**src/rtl/multdiv_pkg.sv**
```systemverilog
// Shared types and constants for the iterative multiply/divide sequencer.
// Booth window encodings, FSM states and step-count derivations.
package multdiv_pkg;

    typedef enum logic [2:0] {
        IDLE,
        MULT,
        DIV,
        DIV_FIX,
        DONE
    } state_e;

    // Datapath control bundle: add/sub select, accumulator hold, 2x multiplicand select.
    typedef struct packed {
        logic operation;
        logic nop;
        logic shift;
    } dp_ctrl_t;

    localparam dp_ctrl_t CTRL_HOLD = '{operation: 1'b0, nop: 1'b1, shift: 1'b0};

    // Booth radix-4 windows {b[i+1], b[i], b[i-1]} named by the multiple they select.
    localparam logic [2:0] BOOTH_ZERO_P = 3'b000;
    localparam logic [2:0] BOOTH_P1_A   = 3'b001;
    localparam logic [2:0] BOOTH_P1_B   = 3'b010;
    localparam logic [2:0] BOOTH_P2     = 3'b011;
    localparam logic [2:0] BOOTH_M2     = 3'b100;
    localparam logic [2:0] BOOTH_M1_A   = 3'b101;
    localparam logic [2:0] BOOTH_M1_B   = 3'b110;
    localparam logic [2:0] BOOTH_ZERO_M = 3'b111;

    function automatic int unsigned mult_steps(input int unsigned width);
        return width / 2;
    endfunction

    function automatic int unsigned div_steps(input int unsigned width);
        return width;
    endfunction

endpackage

```
**src/rtl/multdiv_booth_decode.sv**
```systemverilog
// Radix-4 Booth window decoder: 3-bit multiplier window to datapath controls.
module multdiv_booth_decode
    import multdiv_pkg::*;
(
    input  logic [2:0] window,
    output dp_ctrl_t   ctrl
);

    always_comb begin
        ctrl = '{operation: 1'b0, nop: 1'b0, shift: 1'b0};
        unique case (window)
            BOOTH_ZERO_P, BOOTH_ZERO_M: ctrl.nop = 1'b1;
            BOOTH_P1_A, BOOTH_P1_B:     ctrl.operation = 1'b0;
            BOOTH_P2:                   ctrl.shift = 1'b1;
            BOOTH_M2: begin
                ctrl.operation = 1'b1;
                ctrl.shift     = 1'b1;
            end
            BOOTH_M1_A, BOOTH_M1_B:     ctrl.operation = 1'b1;
        endcase
    end

endmodule

```
**src/rtl/multdiv_seq_ctrl.sv**
```systemverilog
// Sequencing FSM for the shared Booth multiplier / non-restoring divider datapath.
// All outputs are registered; they are computed from the next state and current inputs.
module multdiv_seq_ctrl
    import multdiv_pkg::*;
#(
    parameter  int unsigned WIDTH      = 32,
    localparam int unsigned MULT_STEPS = mult_steps(WIDTH),
    localparam int unsigned DIV_STEPS  = div_steps(WIDTH),
    localparam int unsigned CNT_W      = $clog2(WIDTH) + 1
) (
    input  logic             clock,
    input  logic             reset,
    input  logic             start_mult,
    input  logic             start_div,
    input  logic             divisor_zero,
    input  logic [2:0]       booth_window,
    input  logic             div_msb,
    input  logic             div_sign,
    output logic             operation,
    output logic             nop,
    output logic             shift,
    output logic             busy,
    output logic             ready,
    output logic             op_mult,
    output logic             op_div,
    output logic             div_ready,
    output logic             div_by_zero,
    output logic [CNT_W-1:0] step
);

    state_e           state_q, state_d;
    logic [CNT_W-1:0] step_q, step_d;
    dp_ctrl_t         ctrl_q, ctrl_d;
    dp_ctrl_t         booth_ctrl;
    logic             busy_q, busy_d;
    logic             ready_q, ready_d;
    logic             op_mult_q, op_mult_d;
    logic             op_div_q, op_div_d;
    logic             div_ready_q, div_ready_d;
    logic             dbz_q, dbz_d;

    multdiv_booth_decode u_booth_decode (
        .window (booth_window),
        .ctrl   (booth_ctrl)
    );

    always_comb begin
        state_d     = state_q;
        step_d      = step_q;
        op_mult_d   = op_mult_q;
        op_div_d    = op_div_q;
        div_ready_d = div_ready_q;
        dbz_d       = dbz_q;
        ctrl_d      = CTRL_HOLD;

        // A new start aborts whatever is in flight; multiply wins a tie.
        if (start_mult || start_div) begin
            step_d      = '0;
            div_ready_d = 1'b0;
            dbz_d       = 1'b0;
            op_mult_d   = start_mult;
            op_div_d    = !start_mult;
            if (start_mult) begin
                state_d = MULT;
            end else if (divisor_zero) begin
                state_d = DONE;
                dbz_d   = 1'b1;
            end else begin
                state_d = DIV;
            end
        end else begin
            case (state_q)
                MULT: begin
                    if (step_q == CNT_W'(MULT_STEPS - 1)) state_d = DONE;
                    else step_d = step_q + CNT_W'(1);
                end
                DIV: begin
                    if (step_q == CNT_W'(DIV_STEPS - 1)) state_d = DIV_FIX;
                    else step_d = step_q + CNT_W'(1);
                end
                DIV_FIX: state_d = DONE;
                DONE:    state_d = IDLE;
                default: state_d = IDLE;
            endcase
        end

        if (state_d == DONE) div_ready_d = op_div_d;

        case (state_d)
            MULT: ctrl_d = booth_ctrl;
            DIV: begin
                ctrl_d.operation = div_sign ? div_msb : !div_msb;
                ctrl_d.nop       = 1'b0;
            end
            DIV_FIX: begin
                // Restore the remainder only when its sign disagrees with the divisor.
                if (div_msb != div_sign) begin
                    ctrl_d.operation = div_sign;
                    ctrl_d.nop       = 1'b0;
                end
            end
            default: ctrl_d = CTRL_HOLD;
        endcase

        busy_d  = state_d inside {MULT, DIV, DIV_FIX};
        ready_d = (state_d == DONE);
    end

    always_ff @(posedge clock) begin
        if (reset) begin
            state_q     <= IDLE;
            step_q      <= '0;
            ctrl_q      <= '{operation: 1'b0, nop: 1'b0, shift: 1'b0};
            busy_q      <= 1'b0;
            ready_q     <= 1'b0;
            op_mult_q   <= 1'b0;
            op_div_q    <= 1'b0;
            div_ready_q <= 1'b0;
            dbz_q       <= 1'b0;
        end else begin
            state_q     <= state_d;
            step_q      <= step_d;
            ctrl_q      <= ctrl_d;
            busy_q      <= busy_d;
            ready_q     <= ready_d;
            op_mult_q   <= op_mult_d;
            op_div_q    <= op_div_d;
            div_ready_q <= div_ready_d;
            dbz_q       <= dbz_d;
        end
    end

    assign operation   = ctrl_q.operation;
    assign nop         = ctrl_q.nop;
    assign shift       = ctrl_q.shift;
    assign busy        = busy_q;
    assign ready       = ready_q;
    assign op_mult     = op_mult_q;
    assign op_div      = op_div_q;
    assign div_ready   = div_ready_q;
    assign div_by_zero = dbz_q;
    assign step        = step_q;

endmodule

```
**config.mk**
```make
export PLATFORM = sky130hd
export DESIGN_NAME = multdiv_seq_ctrl
export DESIGN_NICKNAME = d
export VERILOG_FILES = /design/src/rtl/multdiv_pkg.sv /design/src/rtl/multdiv_booth_decode.sv /design/src/rtl/multdiv_seq_ctrl.sv
export SDC_FILE = /design/constraint.sdc
export NUM_CORES = 1
export LEC_CHECK = 0
export ABC_AREA = 1
export BUFFER_PORTS_ARGS = -buffer_cell sky130_fd_sc_hd__clkbuf_2
export CAP_MARGIN = 20
export CORE_MARGIN = 3
export CORE_UTILIZATION = 45
export DETAILED_ROUTE_END_ITERATION = 16
export PLACE_DENSITY = 0.77
export SLEW_MARGIN = 20
export SYNTH_ARGS = -nofsm -noshare
export SYNTH_HDL_FRONTEND = slang
export SYNTH_SLANG_ARGS = --single-unit
```
**constraint.sdc**
```tcl
create_clock -name clock -period 1.4 [get_ports clock]
set_input_delay 0.21 -clock clock [delete_from_list [all_inputs] [get_ports clock]]
set_output_delay 0.21 -clock clock [all_outputs]
set_load 0.01 [all_outputs]
```
Word-level counts from Yosys, hierarchy flattened
Cells that the tools add are included.
{ "totals": {"out_inout_bits": 15, "inputBits": 10, "word_cells": 63, "regBits": 18} }
{ "classes": {"n_reduce_logical": 13, "add_sub_neg": 1, "n_bitwise": 1, "n_eq_ne": 17, "muxes": 20} }
{ "ops": {"columns": ["op", "n"], "rows": [
  ["$eq A3 B2 Y1 const B", 5],
  ["$eq A3 B3 Y1 const B", 5],
  ["$mux W3", 5],
  ["$mux W6", 2],
  ["$pmux W6 S2", 1],
  ["$mux W1", 9],
  ["$pmux W3 S3", 1],
  ["$reduce_or A2 Y1", 4],
  ["$add A6 B1 Y6 const B", 1],
  ["$eq A3 B1 Y1 const B", 2],
  ["$eq A6 B4 Y1 const B", 1],
  ["$eq A6 B5 Y1 const B", 1],
  ["$pmux W2 S3", 1],
  ["$ne A2 B2 Y1 const B", 2],
  ["$reduce_bool A2 Y1", 2],
  ["$logic_not A3 Y1", 1],
  ["$reduce_and A3 Y1", 1],
  ["$reduce_bool A3 Y1", 1],
  ["$reduce_or A3 Y1", 1],
  ["$logic_not A1 Y1", 2],
  ["$mux W2", 1],
  ["$logic_or A1 B1 Y1", 1],
  ["$ne A1 B1 Y1", 1],
  ["$not A1 Y1", 1]
]} }

Logic depth before layout (Yosys ltp)
Gate-level depths: netlist of the first run.
{ "depth": {"depth_word": 7, "depth_mapped": 11} }

Hierarchy
From an unflattened synthesis of the first run, not the netlist that was laid out.
{ "unflattened": {"hier_cells": 119, "area_unflattened_um2": 898.4} }
{ "modules_own_cells": {"columns": ["mod", "area_each_um2", "seq_area_each_um2", "cells_each", "n_inst"], "rows": [
  ["multdiv_seq_ctrl", 858.3, 360.3, 110, 1],
  ["multdiv_booth_decode", 40.0, 0.0, 9, 1]
]} }

Least setup slack after synthesis of the first run
No wires, ideal clock.
{ "synth_timing": {"path_type": "flip-flop to flip-flop", "startpoint": "register step_q[0], in the netlist step[0]", "endpoint": "register ctrl_q (netlist bit operation)", "setup_slack_ns": 0.016, "t_arrival_ns": 1.315, "path_stages_with_launch": 10, "n_path_buf": 0, "period_less_slack_ns": 1.384, "setup_time_ns": 0.069, "cell_sequence": "dfxtp_1 > ha_1 > nand3_1 > nor2_2 > nand2_2 > nand3_2 > nand2_4 > nor2_4 > nand2_2 > a21oi_2"} }
{ "synth_between": {"elab_chain_cells": 6} }
{ "synth_rtl": {"columns": ["item", "line_no", "text"], "rows": [
  ["start: declaration", "multdiv_seq_ctrl.sv:32", "logic [CNT_W-1:0] step_q, step_d;"],
  ["start signal: assignment", "multdiv_seq_ctrl.sv:122", "step_q <= step_d;"],
  ["$eq A6 B5 Y1 / $eq A6 B4 Y1 (equally long branches)", "multdiv_seq_ctrl.sv:78, multdiv_seq_ctrl.sv:74", null],
  ["$mux W3, on equally long branches", "multdiv_seq_ctrl.sv:78, multdiv_seq_ctrl.sv:74", null],
  ["$pmux W3 S3 (*)", "multdiv_seq_ctrl.sv:72", "case (state_q)"],
  ["$mux W3 (*)", "multdiv_seq_ctrl.sv:57", "if (start_mult || start_div) begin"],
  ["$eq A3 B2 Y1 / $eq A3 B1 Y1 (equally long branches)", "multdiv_seq_ctrl.sv:89", "case (state_d)"],
  ["$pmux W2 S3 (*)", "multdiv_seq_ctrl.sv:89", null],
  ["end signal: assignment", "multdiv_seq_ctrl.sv:113", "ctrl_q <= '{operation: 1'b0, nop: 1'b0, shift: 1'b0};"],
  ["end signal: assignment", "multdiv_seq_ctrl.sv:123", "ctrl_q <= ctrl_d;"],
  ["end: declaration", "multdiv_seq_ctrl.sv:33", "dp_ctrl_t ctrl_q, ctrl_d;"]
]} }
Every way passes the cells marked *; elsewhere a longest branch is shown, timed or not.
A chain may end at the register's enable or synchronous reset.

Worst setup path in the final report of the first run
{ "layout_timing": {"startpoint": "register step_q[0], in the netlist step[0]", "endpoint": "register step_q[4], in the netlist step[4]"} }
{ "layout_between": {"elab_chain_cells": 3} }
{ "layout_rtl": {"columns": ["item", "line_no", "text"], "rows": [
  ["$add A6 B1 Y6, or another cell as far along", "multdiv_seq_ctrl.sv:75, multdiv_seq_ctrl.sv:79", null],
  ["$mux W6, or another cell as far along", "multdiv_seq_ctrl.sv:78", "if (step_q == CNT_W'(DIV_STEPS - 1)) state_d = DIV_FIX;"],
  ["$pmux W6 S2 / $reduce_and A3 Y1 (equally long branches)", null, null]
]} }
Parallel ways exist; a longest one is shown, timed or not. The select of a mux whose other input is x is not followed.

==> metrics, run 1 <==
Psw=0.0002640 W; hold_ws=0.2091 ns; Synth Instances=120; Max VDD drop=0.4814 mV; total power=0.001020 W; first-pass GRT wire length=3.180 mm; WL final=between 1.5 and 2 mm; ranking of synthesized cells by area=dfxtp_1 39%, inv_1 8.2%, nand2_1 6.9%; nature of the critical path endpoint=flop; Max stage delay on crit path=0.36 ns; initial antenna violation count=0; Internal Power=about 0.00076 W; share of cells above drive strength 1=0.4118; Final HPWL DP=1.501 mm; clock power share=0.310; switch share=0.2587; Synth Area per Inst=~7.7 sq um; Root Buffer=clkbuf_4; Reg power frac=0.528; outcome=finished clean; final antenna-violating net count=0; drt wl/cell=10.21 um; initial DRC count=8; area grow syn2layout=28.47%; syn_nets=132; final net count=between 150 and 200; combinational cell fraction of total power=0.163; Syn Std Cell Area=approximately 920 sq um; grt ovf=0; Synth area leader=dfxtp_1; drt first pass iters=4; Slowest cell on crit path=dfxtp_2; Critical Path Fanout Max=8; Post-synth EDFFs=0; synth warn=0; row count=15; CTS buffer count=3; Placed Area=1096 sq um; Vias/cell=roughly 4.7; pin count of the biggest net entering global routing=12; post-route clock period utilization=0.9773; cell area after layout=1180 sq um; CTS tree=yes; CTS H-tree depth=1; Slew Limit Fails=0; register area share after synthesis=0.3924; WP data required=1.59 ns; hold_buf cts=0; Startpoint Class=flop; Top Ports=25; PD cells=864.7 nW/um^2; max_slew headroom=0.8294; RSZ-0062 raised after global routing=true; Setup CP Type=reg -> reg; critical path arrival=1.56 ns; die footprint=approximately 2600 sq um; Die Height=51.18 um; Synth top cells by count=20 x inv_1, 18 x dfxtp_1, 17 x nand2_1; clock tree sinks=18; flops & latches, synth=18; leak pwr=0.5383 nW; CP cell instances=ha_4, nand2_2, nor2_1, nand2_1, nand2_2, nand2_2, nand2_4, nor2_1, o21ai_0, a21oi_1; min-delay worst type=in -> reg; vias in the first global route=~800; port buffer count=24; antenna cells=0; core footprint=1821 sq um; CP top delay family=simple AND/OR/NAND/NOR gates; clock latency on the worst-skew pair=0.29 ns; max frequency=around 730 MHz; Most Frequent Cell on Critical Path=nand2_2; ys async rst share=0; DIE WIDTH=slightly above 50 um; Worst-Margin Slew=0.2549 ns; Netlist cell types=22; clock skew=0.0007750 ns; # DRC=0; routability congestion estimate=roughly 0.83; vias=between 800 and 900; setup tns final=0 ns; GRT Total Usage=0.1602; Max-cap violations=0; Final Setup Violations=0; Buffers & Inverters on Critical Path=0; Clock transition at path regs=0.10 ns; ys flop type=dfxtp_1; count leader, synth=inv_1; Tmin final=~1.4 ns; Initial Utilization=0.5045; final hold vios=0; Max Buffers Root-to-Sink=2; fin util=0.6481; Yosys top cell area share=0.3924
## final timing paths
check	start	to	slack (ns)	depth (start not counted)
setup reg to reg	step[0]$_SDFFE_PP0P_	step[4]$_SDFFE_PP0P_	0.03	10
hold / removal	booth_window[2]	shift$_SDFF_PP0_	0.21	4
setup / recovery	step[0]$_SDFFE_PP0P_	step[4]$_SDFFE_PP0P_	0.03	10
hold reg to reg	div_by_zero$_SDFFE_PP0P_	div_by_zero$_SDFFE_PP0P_	0.47	2
## layer usage
| metal | share of wire | track usage |
|---|---|---|
| met1 | 0.41 | 0.1729 |
| met2 | 0.52 | 0.3026 |
| met3 | 0.054 | 0.02624 |
| met4 | 0.0077 | 0.06726 |
| met5 | 0 | 0 |
## through the flow
stage | cells | setup WS (ns)
finish | 178 | 0.03175
CTS | 176 | 0.003709
detailed placement | 172 | -0.005175
global route | 178 | -0.09327
global placement | 172 | 0.03621
floorplan | 120 | 0.01611
## placed cells by master, fill, tap and decap left out
| cell | n |
|---|---|
| nand3_2 | 1 |
| ha_1 | 1 |
| nor2_4 | 4 |
| o21ai_0 | 6 |
| clkbuf_2 | 24 |
| a21oi_1 | 9 |
| nor3b_2 | 1 |
| clkbuf_4 | 3 |
| ha_4 | 1 |
| inv_1 | 20 |
| inv_2 | 1 |
| nand2_2 | 5 |
| nor4_1 | 1 |
| buf_4 | 6 |
| o21ai_2 | 2 |
| a21oi_2 | 3 |
| nand2_4 | 3 |
| nand3_1 | 8 |
| dfxtp_2 | 2 |
| nor2_1 | 13 |
| clkbuf_8 | 1 |
| nor3_4 | 1 |
| o22ai_4 | 1 |
| or2_2 | 1 |
| nand2_1 | 16 |
| dfxtp_1 | 16 |
| nor2_2 | 3 |
## state kept, by name, indices dropped and copies added, names as in the netlist
register / count
busy: 1
div_by_zero: 1
div_ready: 1
nop: 1
op_div: 1
op_mult: 1
operation: 1
ready: 1
shift: 1
state_q: 3
step: 6
## power groups by stage
stage	logic [W]	registers, W	clock network, W
after floorplan	0.0000949	0.000558	0
after global placement	0.000153	0.000550	0
after detailed placement	0.000158	0.000550	0
after CTS	0.000162	0.000539	0.000328
after global routing	0.000186	0.000542	0.000344
final	0.000166	0.000539	0.000316
## tightest hold or removal path, cell delays in order
cell      delay, ns
clkbuf_2       0.09
nand2_1        0.04
o21ai_0        0.06
nor4_1         0.05
## repair_timing
item,in CTS,in global routing
pin swaps,2,3
resized for setup,6,3
endpoints found under the setup margin,5,9
buffers inserted,0,2
## logic make-up (layout without fill, tap and decap cells)
group,count (synthesis),count (layout),synth area share
buffers and inverters,22,55,0.08991
and+or+nand+nor,57,57,0.3433
AOI/OAI and AO/OA,21,21,0.1471
DFF,18,18,0.3924
adders and majority gates,2,2,0.02724
## final cells by class
type | count | area, sq um
fill | 181 | 640.6
multi-input combinational | 80 | 505.5
sequential | 18 | 362.8
timing repair buffer | 30 | 165.2
inverter | 21 | 78.83
clock buffer | 4 | 36.28
tap | 25 | 31.28
Note: power is estimated with default switching activity, not from simulation.
==> inputs of run 2 (changes only) <==
SYNTH_HIERARCHICAL = 1   (was default)
==> run 2 against run 1 <==
The flow now finishes with violations (setup timing); synthesized cell count down 0.83%; maximum frequency down 3.4%; hold slack better by 0.034 ns; total power down 4.9%; sequential share of layout area down 2.0 points; highest routed layer unchanged.
==> metrics, run 2 <==
Syn Std Cell Area=898.4 sq um (-2.2%); drt first pass iters=4 (unchanged); flops & latches, synth=18 (unchanged); grt ovf=0 (unchanged); Top Ports=25 (unchanged); Root Buffer=clkbuf_4; failing checks=setup timing; leak pwr=0.5844 nW (+8.6%); setup ws final=-0.01704 ns (-0.04879 ns); clock tree sinks=18 (unchanged); reg2reg start=step[1]$_SDFFE_PP0P_; most common cell after layout, fill and taps aside=clkbuf_2; total power=0.0009703 W (-4.9%); core footprint=1802 sq um (-1.0%); routability congestion estimate=0.7950 (-4.3%); ys flop type=dfxtp_1; Reg-to-Reg End=operation$_SDFF_PP0_; count leader, synth=nand2_1; syn_nets=131 (-0.76%); die footprint=2568 sq um (-1.9%); initial antenna violation count=0 (unchanged); GRT Total Usage=0.1919 (+0.03168); synth warn=6 (+6); Clock transition at path regs=0.10 ns (about the same); cell area after layout=1266 sq um (+7.3%); Synth Area per Inst=7.549 sq um (-1.4%); vias in the first global route=819 (+2.5%); RSZ-0062 raised after global routing=true; DP Worst Slack=-0.06221 ns (-0.05703 ns); ys async rst share=0 (unchanged); antenna cells=0 (unchanged); Synth area leader=dfxtp_1; Tmin final=1.417 ns (+0.04879 ns); area grow syn2layout=40.95%; Setup CP Type=reg -> reg; min-delay worst type=in -> reg; clock latency on the worst-skew pair=0.29 ns (about the same); Placed Area=1069 sq um (-2.5%); ranking of synthesized cells by area=dfxtp_1 40%, nand2_1 9.2%, inv_1 6.7%; r2r setup slk=-0.02 ns (-0.05 ns); outcome=complete, but fails checks; register area share after synthesis=0.4011 (+0.008744); Final Setup Violations=3 (+3); CTS tree=yes; nature of the critical path endpoint=flop; Synth top cells by count=22 x nand2_1, 18 x dfxtp_1, 16 x inv_1; number of fillers in the final layout=143 (-21%); critical path arrival=1.66 ns (+0.10 ns); first-pass GRT wire length=3.622 mm (+14%); Die Height=50.68 um (-0.97%); row count=15 (unchanged); Yosys top cell area share=0.4011 (+0.008744); PD cells=766.3 nW/um^2 (-11%); Reg2Reg Depth=11 (+1); drt wl/cell=13.47 um (+32%); WL final=2.398 mm (+32%); Slew Limit Fails=0 (unchanged); final antenna-violating net count=0 (unchanged); DIE WIDTH=50.68 um (-0.97%); Critical Path Fanout Max=4 (-4); pin count of the biggest net entering global routing=10 (-2); most frequent cells in the layout=24 x clkbuf_2, 18 x nand2_1, 16 x inv_1, 15 x dfxtp_1, 7 x nand3_1; max frequency=705.7 MHz (-3.4%); setup tns final=-0.03631 ns (-0.03631 ns); Startpoint Class=flop; CTS H-tree depth=1 (unchanged); initial DRC count=19 (+11); Max-cap violations=0 (unchanged); vias=914 (+9.2%); share of cells above drive strength 1=0.4967 (+0.08497); max_slew headroom=0.7641 (-0.06535); Post-synth EDFFs=0 (unchanged); Max Buffers Root-to-Sink=2 (unchanged); Synth Instances=119 (-0.83%); worst setup path startpoint=step[1]$_SDFFE_PP0P_; WP data required=1.64 ns (+0.05 ns); Worst-Margin Slew=0.3526 ns (+0.09766 ns); final hold vios=0 (unchanged); final net count=167 (+0.60%); max reg flops=6 (unchanged); Final HPWL DP=1.585 mm (+5.6%); Initial Utilization=0.4986 (-0.005856); Vias/cell=5.135 (+9.2%); post-route clock period utilization=1.012 (+0.03485); final cell count without fillers=178 (unchanged); crit path to=operation$_SDFF_PP0_; dpl cells=170 (-1.2%); # DRC=0 (unchanged); Max VDD drop=0.4882 mV (+1.4%); min-delay src=start_mult; CTS buffer count=3 (unchanged); port buffer count=24 (unchanged); Netlist cell types=21 (-4.5%); clock skew=0.003357 ns (+0.002582 ns)
-- run 2: cell types whose count changed after synthesis, moves of 2 or more --
cell / previous run / this run
nor3_2: 1 / 3
nand3_1: 8 / 11
nand2_1: 17 / 22
o21ai_0: 7 / 4
nand4_1: 0 / 3
inv_1: 20 / 16
o21ai_1: 0 / 2
nor2_1: 13 / 7
-- run 2: where the power goes --
group          internal [W]  switching, W  total, W
Sequential         0.000530     0.0000103  0.000541
Clock              0.000100      0.000154  0.000254
Combinational     0.0000664      0.000109  0.000176
-- run 2: area by class of cell --
type,count,area (sq um),area share
multi-input combinational,82,584.3,0.4615
timing repair buffer,32,196.4,0.1551
clock buffer,3,22.52,0.01779
tap,25,31.28,0.02470
sequential,18,364.1,0.2876
inverter,18,67.56,0.05336
-- run 2: worst min-delay path by stage --
stage / to / slack (ns) / cells past startpoint
floorplan: div_by_zero$_SDFFE_PP0P_ / 0.40 / 3
global placement: div_by_zero$_SDFFE_PP0P_ / 0.45 / 2
detailed placement: op_mult$_SDFFE_PP0P_ / 0.46 / 2
CTS: state_q[0]$_SDFF_PP0_ / 0.22 / 2
global route: op_mult$_SDFFE_PP0P_ / 0.25 / 2
finish: op_mult$_SDFFE_PP0P_ / 0.24 / 3
-- run 2: logic make-up (layout without fill, tap and decap cells) --
kind of cell / count (synthesis) / count (layout) / share of synthesized area
and+or+nand+nor: 60 / 60 / 0.3607
AOI/OAI and AO/OA: 20 / 20 / 0.1309
buffers and inverters: 19 / 53 / 0.07939
DFF: 18 / 18 / 0.4011
adders and majority gates: 2 / 2 / 0.02785
-- run 2: what timing repair did --
item,4_1_cts,5_1_grt
pin swaps,2,9
gates cloned,0,0
hold buffers,0,0
setup endpoints to repair,6,11
buffers inserted,1,4
gates resized for setup,11,19
-- run 2: routing by layer --
metal	track usage	vias to the layer above	wire length, um
li1	-	454	-
met1	0.2117	421	1046
met2	0.3391	33	1191
met3	0.03858	6	112
met4	0.1076	0	46
met5	0	-	0
-- run 2: worst max-delay path, stage by stage (launching register included) --
cell and delay (ns):
dfxtp_2 0.37, ha_4 0.16, nand2_4 0.06, nor2_4 0.11
nand2_2 0.08, nand2_4 0.10, nand3_4 0.10, nand2_4 0.13
nand3_2 0.09, nand3_2 0.08, nand2_1 0.05, inv_1 0.04
-- run 2: through the flow --
stage | utilization | hold WS (ns)
after floorplan | - | 0.3972
after global placement | 0.5931 | 0.4526
after detailed placement | 0.5931 | 0.4605
after CTS | 0.6382 | 0.2206
after global routing | 0.7028 | 0.2474
final | 0.7028 | 0.2431
